==> src/rtl/frac_mul_pkg.sv <==
// Shared types and helpers for the signed-fraction sequential multiplier.
// State enum, counter-width function, saturation constant helper.
package frac_mul_pkg;

  typedef enum logic [1:0] {
    IDLE = 2'd0,
    RUN  = 2'd1,
    DONE = 2'd2
  } state_e;

  localparam int MAX_W  = 32;
  localparam int MAX_PW = 2 * MAX_W - 1;

  function automatic int cnt_w(input int w);
    return (w <= 2) ? 1 : $clog2(w);
  endfunction

  // Largest positive Q1.(2w-2) value: 0 followed by 2w-2 ones.
  function automatic logic [MAX_PW-1:0] sat_const(input int w);
    logic [MAX_PW-1:0] one;
    one = MAX_PW'(1);
    return (one << (2 * w - 2)) - one;
  endfunction

endpackage

==> src/rtl/frac_mul_addsub.sv <==
// (W+1)-bit combinational adder/subtractor used by the add-and-shift loop.
// Ports: a, b operands; sub selects a-b; y result.
module frac_mul_addsub #(
  parameter int W = 4
) (
  input  logic [W:0] a,
  input  logic [W:0] b,
  input  logic       sub,
  output logic [W:0] y
);

  assign y = sub ? (a - b) : (a + b);

endmodule

==> src/rtl/fraction_multiplier_n.sv <==
// Signed Q1.(W-1) x Q1.(W-1) add-and-shift multiplier, one bit per clock.
// Ports: CLK, RST_N (async low), St, Mplier, Mcand in; Product, Done,
// Busy, Ovf out; ProductRnd out only when FRAC_MUL_ROUND_EN is defined.
module fraction_multiplier_n
  import frac_mul_pkg::*;
#(
  parameter int W = 4
) (
  input  logic           CLK,
  input  logic           RST_N,
  input  logic           St,
  input  logic [W-1:0]   Mplier,
  input  logic [W-1:0]   Mcand,
  output logic [2*W-2:0] Product,
  output logic           Done,
  output logic           Busy,
  output logic           Ovf
`ifdef FRAC_MUL_ROUND_EN
  ,
  output logic [W-1:0]   ProductRnd
`endif
);

  localparam int PW = 2 * W - 1;
  localparam int CW = cnt_w(W);

  localparam logic [PW-1:0] SAT = PW'(sat_const(W));
  localparam logic [W-1:0]  MIN_NEG = {1'b1, {(W-1){1'b0}}};
  localparam logic [CW-1:0] LAST = CW'(W - 1);

  state_e        state_q, state_d;
  logic [W:0]    a_q, a_d;
  logic [W-1:0]  b_q, b_d;
  logic [W-1:0]  c_q, c_d;
  logic [CW-1:0] cnt_q, cnt_d;
  logic          ovp_q, ovp_d;
  logic [PW-1:0] prod_q, prod_d;
  logic          ovf_q, ovf_d;
  logic          busy_q, busy_d;
  logic          done_q, done_d;

  logic          last;
  logic [W:0]    sum;
  logic [W:0]    acc;
  logic [W:0]    a_sh;
  logic [W-1:0]  b_sh;

  assign last = (cnt_q == LAST);

  // Last step weights the multiplier sign bit negatively.
  frac_mul_addsub #(.W(W)) u_addsub (
    .a   (a_q),
    .b   ({c_q[W-1], c_q}),
    .sub (last),
    .y   (sum)
  );

  assign acc  = b_q[0] ? sum : a_q;
  assign a_sh = {acc[W], acc[W:1]};
  assign b_sh = {acc[0], b_q[W-1:1]};

`ifdef FRAC_MUL_ROUND_EN
  logic [W-1:0] rnd_q, rnd_d;
  logic [W-1:0] rnd_top;
  logic         rnd_bit;

  assign rnd_top = prod_d[PW-1:W-1];
  assign rnd_bit = prod_d[W-2];

  always_comb begin
    rnd_d = rnd_q;
    if (state_q == RUN && last) begin
      // Positive maximum plus one would wrap negative; hold at max.
      if (rnd_bit && rnd_top == {1'b0, {(W-1){1'b1}}})
        rnd_d = rnd_top;
      else
        rnd_d = rnd_top + W'(rnd_bit);
    end
  end

  always_ff @(posedge CLK or negedge RST_N) begin
    if (!RST_N) rnd_q <= '0;
    else        rnd_q <= rnd_d;
  end

  assign ProductRnd = rnd_q;
`endif

  always_comb begin
    state_d = state_q;
    a_d     = a_q;
    b_d     = b_q;
    c_d     = c_q;
    cnt_d   = cnt_q;
    ovp_d   = ovp_q;
    prod_d  = prod_q;
    ovf_d   = ovf_q;
    // Status flags trail the state by one cycle.
    busy_d  = (state_q != IDLE);
    done_d  = (state_q == DONE);
    unique case (state_q)
      IDLE: begin
        if (St) begin
          a_d     = '0;
          b_d     = Mplier;
          c_d     = Mcand;
          cnt_d   = '0;
          ovp_d   = (Mplier == MIN_NEG) && (Mcand == MIN_NEG);
          state_d = RUN;
        end
      end
      RUN: begin
        a_d   = a_sh;
        b_d   = b_sh;
        cnt_d = cnt_q + CW'(1);
        if (last) begin
          state_d = DONE;
          // Drop the redundant top sign bit of the 2W-bit result.
          prod_d  = ovp_q ? SAT : {a_sh[W-2:0], b_sh};
          ovf_d   = ovp_q;
        end
      end
      DONE: begin
        state_d = IDLE;
      end
      default: begin
        state_d = IDLE;
      end
    endcase
  end

  always_ff @(posedge CLK or negedge RST_N) begin
    if (!RST_N) begin
      state_q <= IDLE;
      a_q     <= '0;
      b_q     <= '0;
      c_q     <= '0;
      cnt_q   <= '0;
      ovp_q   <= 1'b0;
      prod_q  <= '0;
      ovf_q   <= 1'b0;
      busy_q  <= 1'b0;
      done_q  <= 1'b0;
    end else begin
      state_q <= state_d;
      a_q     <= a_d;
      b_q     <= b_d;
      c_q     <= c_d;
      cnt_q   <= cnt_d;
      ovp_q   <= ovp_d;
      prod_q  <= prod_d;
      ovf_q   <= ovf_d;
      busy_q  <= busy_d;
      done_q  <= done_d;
    end
  end

  assign Product = prod_q;
  assign Ovf     = ovf_q;
  assign Busy    = busy_q;
  assign Done    = done_q;

endmodule
==> config.mk <==
export PLATFORM = sky130hd
export DESIGN_NAME = fraction_multiplier_n
export DESIGN_NICKNAME = d
export VERILOG_FILES = /design/src/rtl/frac_mul_pkg.sv /design/src/rtl/frac_mul_addsub.sv /design/src/rtl/fraction_multiplier_n.sv
export SDC_FILE = /design/constraint.sdc
export NUM_CORES = 1
export LEC_CHECK = 0
export ABC_CLOCK_PERIOD_IN_PS = 2200
export CAP_MARGIN = 25
export CORE_ASPECT_RATIO = 1.1
export CORE_MARGIN = 2
export CORE_UTILIZATION = 48
export CTS_CLUSTER_DIAMETER = 200
export DETAILED_ROUTE_END_ITERATION = 6
export PLACE_DENSITY = 0.76
export RECOVER_POWER = 25
export SETUP_SLACK_MARGIN = 0.5
export SLEW_MARGIN = 30
export SYNTH_ARGS = -nofsm -noshare
export SYNTH_HDL_FRONTEND = slang
export SYNTH_HIERARCHICAL = 1
export SYNTH_SLANG_ARGS = --single-unit
==> constraint.sdc <==
create_clock -name CLK -period 2.2 [get_ports CLK]
set_input_delay 0.33 -clock CLK [delete_from_list [all_inputs] [get_ports CLK]]
set_output_delay 0.33 -clock CLK [all_outputs]
set_load 0.02 [all_outputs]
## Word-level counts from Yosys, hierarchy flattened

Index checks and enable logic that the tools add are counted.

| word-level totals | value |
|---|---|
| bits in registers | 28 |
| word-level logic and storage cells | 40 |
| bits of input ports | 11 |
| output and inout port bits | 10 |

| cells by class | value |
|---|---|
| reduce and logical (&&, ||, !) cells | 8 |
| equal/unequal tests | 7 |
| add/subtract/negate cells | 3 |
| muxes and demuxes | 12 |

Operator list:

| kind | count |
|---|---|
| 5-bit 2-to-1 mux | 3 |
| 5-bit case mux with 2 select lines | 1 |
| 4-bit equality test, second input constant | 2 |
| 2-bit case mux with 2 select lines | 2 |
| 4-bit case mux with 2 select lines | 1 |
| 2-bit AND reduction | 4 |
| 7-bit 2-to-1 mux | 1 |
| 2-bit 2-to-1 mux | 3 |
| 5-bit adder | 1 |
| 5-bit subtractor | 1 |
| 2-bit equality test, second input constant | 2 |
| 4-bit 2-to-1 mux | 1 |
| 2-bit nonzero test | 2 |
| 2-bit by 1-bit adder with 2-bit output, second input constant | 1 |
| 2-bit by 1-bit equality test with 1-bit output, second input constant | 1 |
| 2-bit logical NOT | 1 |
| 2-bit by 1-bit inequality test with 1-bit output, second input constant | 1 |
| 2-bit inequality test, second input constant | 1 |
| 1-bit logical AND | 1 |

## Longest topological paths before layout

| logic depth | value |
|---|---|
| depth after elaboration | 4 |
| mapped depth | 9 |
| gate-level depth less buffers | 9 |

## Hierarchy

Netlist, hierarchy kept.

Modules (own cells, without submodules):

| module | area an instance (um^2) | seq. area each (um^2) | times used | cells an instance |
|---|---|---|---|---|
| fraction_multiplier_n | 1,183.6 | 675.6 | 1 | 109 |
| frac_mul_addsub | 230.2 | 0.0 | 1 | 28 |

## Worst setup path after synthesis

OpenSTA, ideal clock, no wires.

| path | value |
|---|---|
| kind | register to register |
| start | register cnt_q[0] |
| end | register prod_q[6], in the netlist Product[6] |
| buffers on the path | 0 |
| path slack | 0.118 ns |
| cell stages (with the launch flop) | 9 |
| arrival time | 1.986 ns |
| path through | dfrtp_1 > ha_1 > mux2i_1 > ha_1 > a21o_1 > a21oi_1 > xnor2_1 > mux2i_1 > o31ai_1 |

| between the ends | value |
|---|---|
| cells in the longest elaborated chain, start to end | 4 |

RTL lines:

| what | line | text |
|---|---|---|
| start: declaration | fraction_multiplier_n.sv:35 | `logic [CW-1:0] cnt_q, cnt_d;` |
| start signal: assignment | fraction_multiplier_n.sv:149 | `cnt_q <= cnt_d;` |
| 2-bit equality test | fraction_multiplier_n.sv:48 | `assign last = (cnt_q == LAST);` |
| via last | fraction_multiplier_n.sv:42 | `logic last;` |
| 5-bit 2-to-1 mux | frac_mul_addsub.sv:12 | `assign y = sub ? (a - b) : (a + b);` |
| via sum[3] | fraction_multiplier_n.sv:43 | `logic [W:0] sum;` |
| 5-bit 2-to-1 mux | fraction_multiplier_n.sv:58 | `assign acc = b_q[0] ? sum : a_q;` |
| 7-bit 2-to-1 mux | fraction_multiplier_n.sv:119 | `prod_d = ovp_q ? SAT : {a_sh[W-2:0], b_sh};` |
| end signal: assignment | fraction_multiplier_n.sv:151 | `prod_q <= prod_d;` |
| end: declaration | fraction_multiplier_n.sv:37 | `logic [PW-1:0] prod_q, prod_d;` |

The timed path passes the listed nets, and every way through them passes these cells.
A chain may end at the register's enable or synchronous reset.

## Worst setup path after layout

| path | value |
|---|---|
| start | register cnt_q[0] |
| end | register a_q[3] |

| between the ends | value |
|---|---|
| cells in the longest elaborated chain, start to end | 4 |

RTL lines:

| what | line | text |
|---|---|---|
| 2-bit equality test | fraction_multiplier_n.sv:48 |  |
| via last | fraction_multiplier_n.sv:42 |  |
| 5-bit 2-to-1 mux | frac_mul_addsub.sv:12 |  |
| via sum[4] | fraction_multiplier_n.sv:43 |  |
| 5-bit 2-to-1 mux | fraction_multiplier_n.sv:58 |  |
| 5-bit case mux with 2 select lines | fraction_multiplier_n.sv:101 | `unique case (state_q)` |
| end signal: assignment | fraction_multiplier_n.sv:135 | `a_q <= '0;` |
| end signal: assignment | fraction_multiplier_n.sv:146 | `a_q <= a_d;` |
| end: declaration | fraction_multiplier_n.sv:32 | `logic [W:0] a_q, a_d;` |

The timed path passes the listed nets, and every way through them passes these cells.

==> run_results.csv <==
group,metric,value,unit
worst_setup_path,critical_path.cell_chain,"ha_4, mux2i_4, buf_4, fa_2, a21o_1, a21oi_2, xnor2_1, a32o_1",
flow_run,max-cap-violations,0,
floorplanning,die_area,0.00340,mm²
global_routing,grt_util_all_layers,18.7,%
floorplanning,io_pins,21,
pwr,power.density_cell_area,1860,mW/mm²
clocking,clk_pin_slew_worst_paths,140,ps
final_layout,fin_util,64.6,%
sta,final-hold-violation-count,0,
worst_setup_path,kind_of_start_point_of_the_critical_path,"register",
logic_synthesis,synth_fp_nets,155,
logic_synthesis,yosys.area_share.xor_xnor,4.87,%
detailed_routing,drt-vias-per-instance,5.43,
final_layout,finish.instance_area,0.00180,mm²
final_layout,most-common-layout-cells,"27 x dfrtp_1, 20 x nand2_1, 19 x clkdlybuf4s50_1",
final_layout,final_nets,184,
worst_setup_path,critical_path.max_fanout,4,
final_layout,stdcell_count,198,
pwr,finalPower,3.34,mW
clocking,numCtsBuffers,3,
worst_setup_path,timing.critical_path.slowest_stage_cell,"dfrtp_1",
placed_design,placement.setup.worst_slack,113,ps
floorplanning,initial_cell_density_of_the_core,50.9,%
placed_design,place.detailed.hpwl,2.02,mm
sta,fin_crit,2040,ps
hold_path,holdCritPathClass,"register to register",
clocking,clockRootBuffer,"clkbuf_4",
placed_design,dp.cells,186,
logic_synthesis,dominant_combinational_cell_family_by_area_after_synthesis,"simple AND/OR/NAND/NOR gates",
pwr,cellLeakagePower,0.785,nW
logic_synthesis,ys_warn_count,6,
sta,setup_slack,158,ps
clocking,cts_num_sinks,27,
sta,max_freq,0.490,GHz
floorplanning,die_h,60.9,µm
worst_setup_path,setup.worst_path.class,"register to register",
sta,final.setup.tns,0,ps
clocking,cts_tree,"built",
global_routing,grt_start_max_net_pins,28,
final_layout,ratio_of_cells_with_drive_above_1_in_the_final_layout,23.6,%
logic_synthesis,syn_area,0.00141,mm²
global_routing,globalRoute.totalOverflow,0,
final_layout,syn_to_final_growth,27.0,%
global_routing,grt_pass1_vias,1077,
logic_synthesis,yosysSeqAreaShare,47.8,%
detailed_routing,drt_pre_antenna_iters,4,
placed_design,numPortBuffers,20,
sta,setup_viol_count_final,0,
worst_setup_path,worst-endpoint-arrival,2260,ps
logic_synthesis,yosys_cell_types,36,
sta,clock_skew,7.14,ps
clocking,cts.htree.levels,1,
placed_design,place_area,0.00165,mm²
clocking,holdBufCountCts,0,
placed_design,gpl.final_weighted_congestion,0.790,
detailed_routing,drt_drc_violations_left,0,
global_routing,first_pass_grt_wire_length,4.91,mm
logic_synthesis,yosys_register_bits,27,
detailed_routing,num_vias,1075,
worst_setup_path,max_stage_delay,430,ps
detailed_routing,wl,2.83,mm
logic_synthesis,synth_simple_gate_area_share,18.5,%
sta,fin_crit_sh,92.8,%
clocking,latest_clock_arrival_within_the_worst_skew_pair,310,ps
logic_synthesis,synth-edff-count,0,
logic_synthesis,synth_compound_gate_area_share,12.8,%
logic_synthesis,synthMuxAreaShare,3.54,%
detailed_routing,post_drt_wl_per_cell,14.3,µm
sta,slew_headroom,4.98,%
logic_synthesis,post_synth_fa_ha_maj_area_fraction,6.73,%
logic_synthesis,ys_dominant_reg_cell,"dfrtp_1",
sta,rsz0062_at_grt,"true",
clocking,cts_max_path_buffers,2,
worst_setup_path,required_time_reported_for_the_critical_path_endpoint,2420,ps
final_layout,final_common_cell,"dfrtp_1",
sta,worst-slew-pin-transition,1430,ps
status,run_status,"finished, final reports clean",
worst_setup_path,critPathCaptureType,"register",
detailed_routing,detail-route-antenna-nets,0,
floorplanning,die_w,55.7,µm
logic_synthesis,asyncSetResetFlopFracSynth,100,%
sta,timing_max_transition_violations_final,0,
final_layout,num_antenna_cells,0,
logic_synthesis,postSynthCellCount,137,
pwr,peak_supply_drop,1.04,mV
floorplanning,std_cell_rows,20,
sta,fin_hold_ws,498,ps
floorplanning,core_area,0.00278,mm²
logic_synthesis,avgSynthCellArea,10.3,µm²
global_routing,grt_antenna_before_repair,0,
detailed_routing,dr.first_iter.drc_count,29,
[state kept, by name (all words and copies together) (netlist names)]
signal	count
c_q	4
Busy	1
a_q	4
cnt_q	2
Done	1
state_q	2
b_q	4
Ovf	1
ovp_q	1
Product	7
[worst max-delay path, delay by kind of cell (launching register included)]
family	cells	cell delay, ps
compound gates	3	560
mux	1	190
fa+ha+maj	2	550
flops	1	430
buf+inv	1	140
xor+xnor	1	70
[layout make-up]
cell class	count	area, µm²
clock buffer	4	26.3
fill	218	982
inverter	7	26.3
multi-input combinational	96	747
sequential	27	676
tap	33	41.3
timing repair buffer	31	279
[report_power, final]
part	switching (mW)	internal (mW)
logic	1.07	1.12
clock network	0.136	0.0707
registers	0.221	0.726
[cells in the mapped netlist, types with 3 or more instances]
cell type / number / area [µm²]
inv_1: 6 / 22.5
o22ai_1: 3 / 18.8
xnor2_1: 5 / 43.8
mux2i_1: 5 / 50.1
ha_1: 6 / 75.1
a21oi_1: 6 / 30.0
nand2_1: 20 / 75.1
nor2_1: 9 / 33.8
nand3_2: 5 / 50.1
o21ai_0: 6 / 30.0
nor3_1: 4 / 20.0
a31oi_1: 3 / 18.8
o21ai_2: 4 / 35.0
dfrtp_1: 27 / 676
[worst paths after layout]
| kind | start | end | slack, ps | cells past startpoint |
|---|---|---|---|---|
| hold reg to reg | Product[2] | Product[2] | 500 | 2 |
| max in group asynchronous | RST_N | b_q[3] | 510 | 2 |
| setup reg to reg | cnt_q[0] | a_q[3] | 160 | 8 |
| hold / removal | Product[2] | Product[2] | 500 | 2 |
| setup / recovery | cnt_q[0] | a_q[3] | 160 | 8 |
| min in group asynchronous | RST_N | Product[1] | 860 | 2 |
[metal layers]
layer	vias to the layer above	wire, µm	global-route usage [%]
li1	528	-	-
met1	526	1290	24.0
met2	19	1420	32.7
met3	2	110	3.41
met4	0	14	6.27
met5	-	0	0
[repair_timing]
item,in CTS,in global routing
setup endpoints to repair,7,7
buffers inserted,8,0
resized for setup,5,4
pin swaps,8,9
[logic make-up after synthesis]
| kind of cell | count (synthesis) |
|---|---|
| and+or+nand+nor | 49 |
| AOI/OAI and AO/OA | 28 |
| DFF | 27 |
| buffers and inverters | 14 |
| xor gates and xnor gates | 7 |
| adders and majority gates | 7 |
| muxes | 5 |
Power figures use the tool's default switching activity.
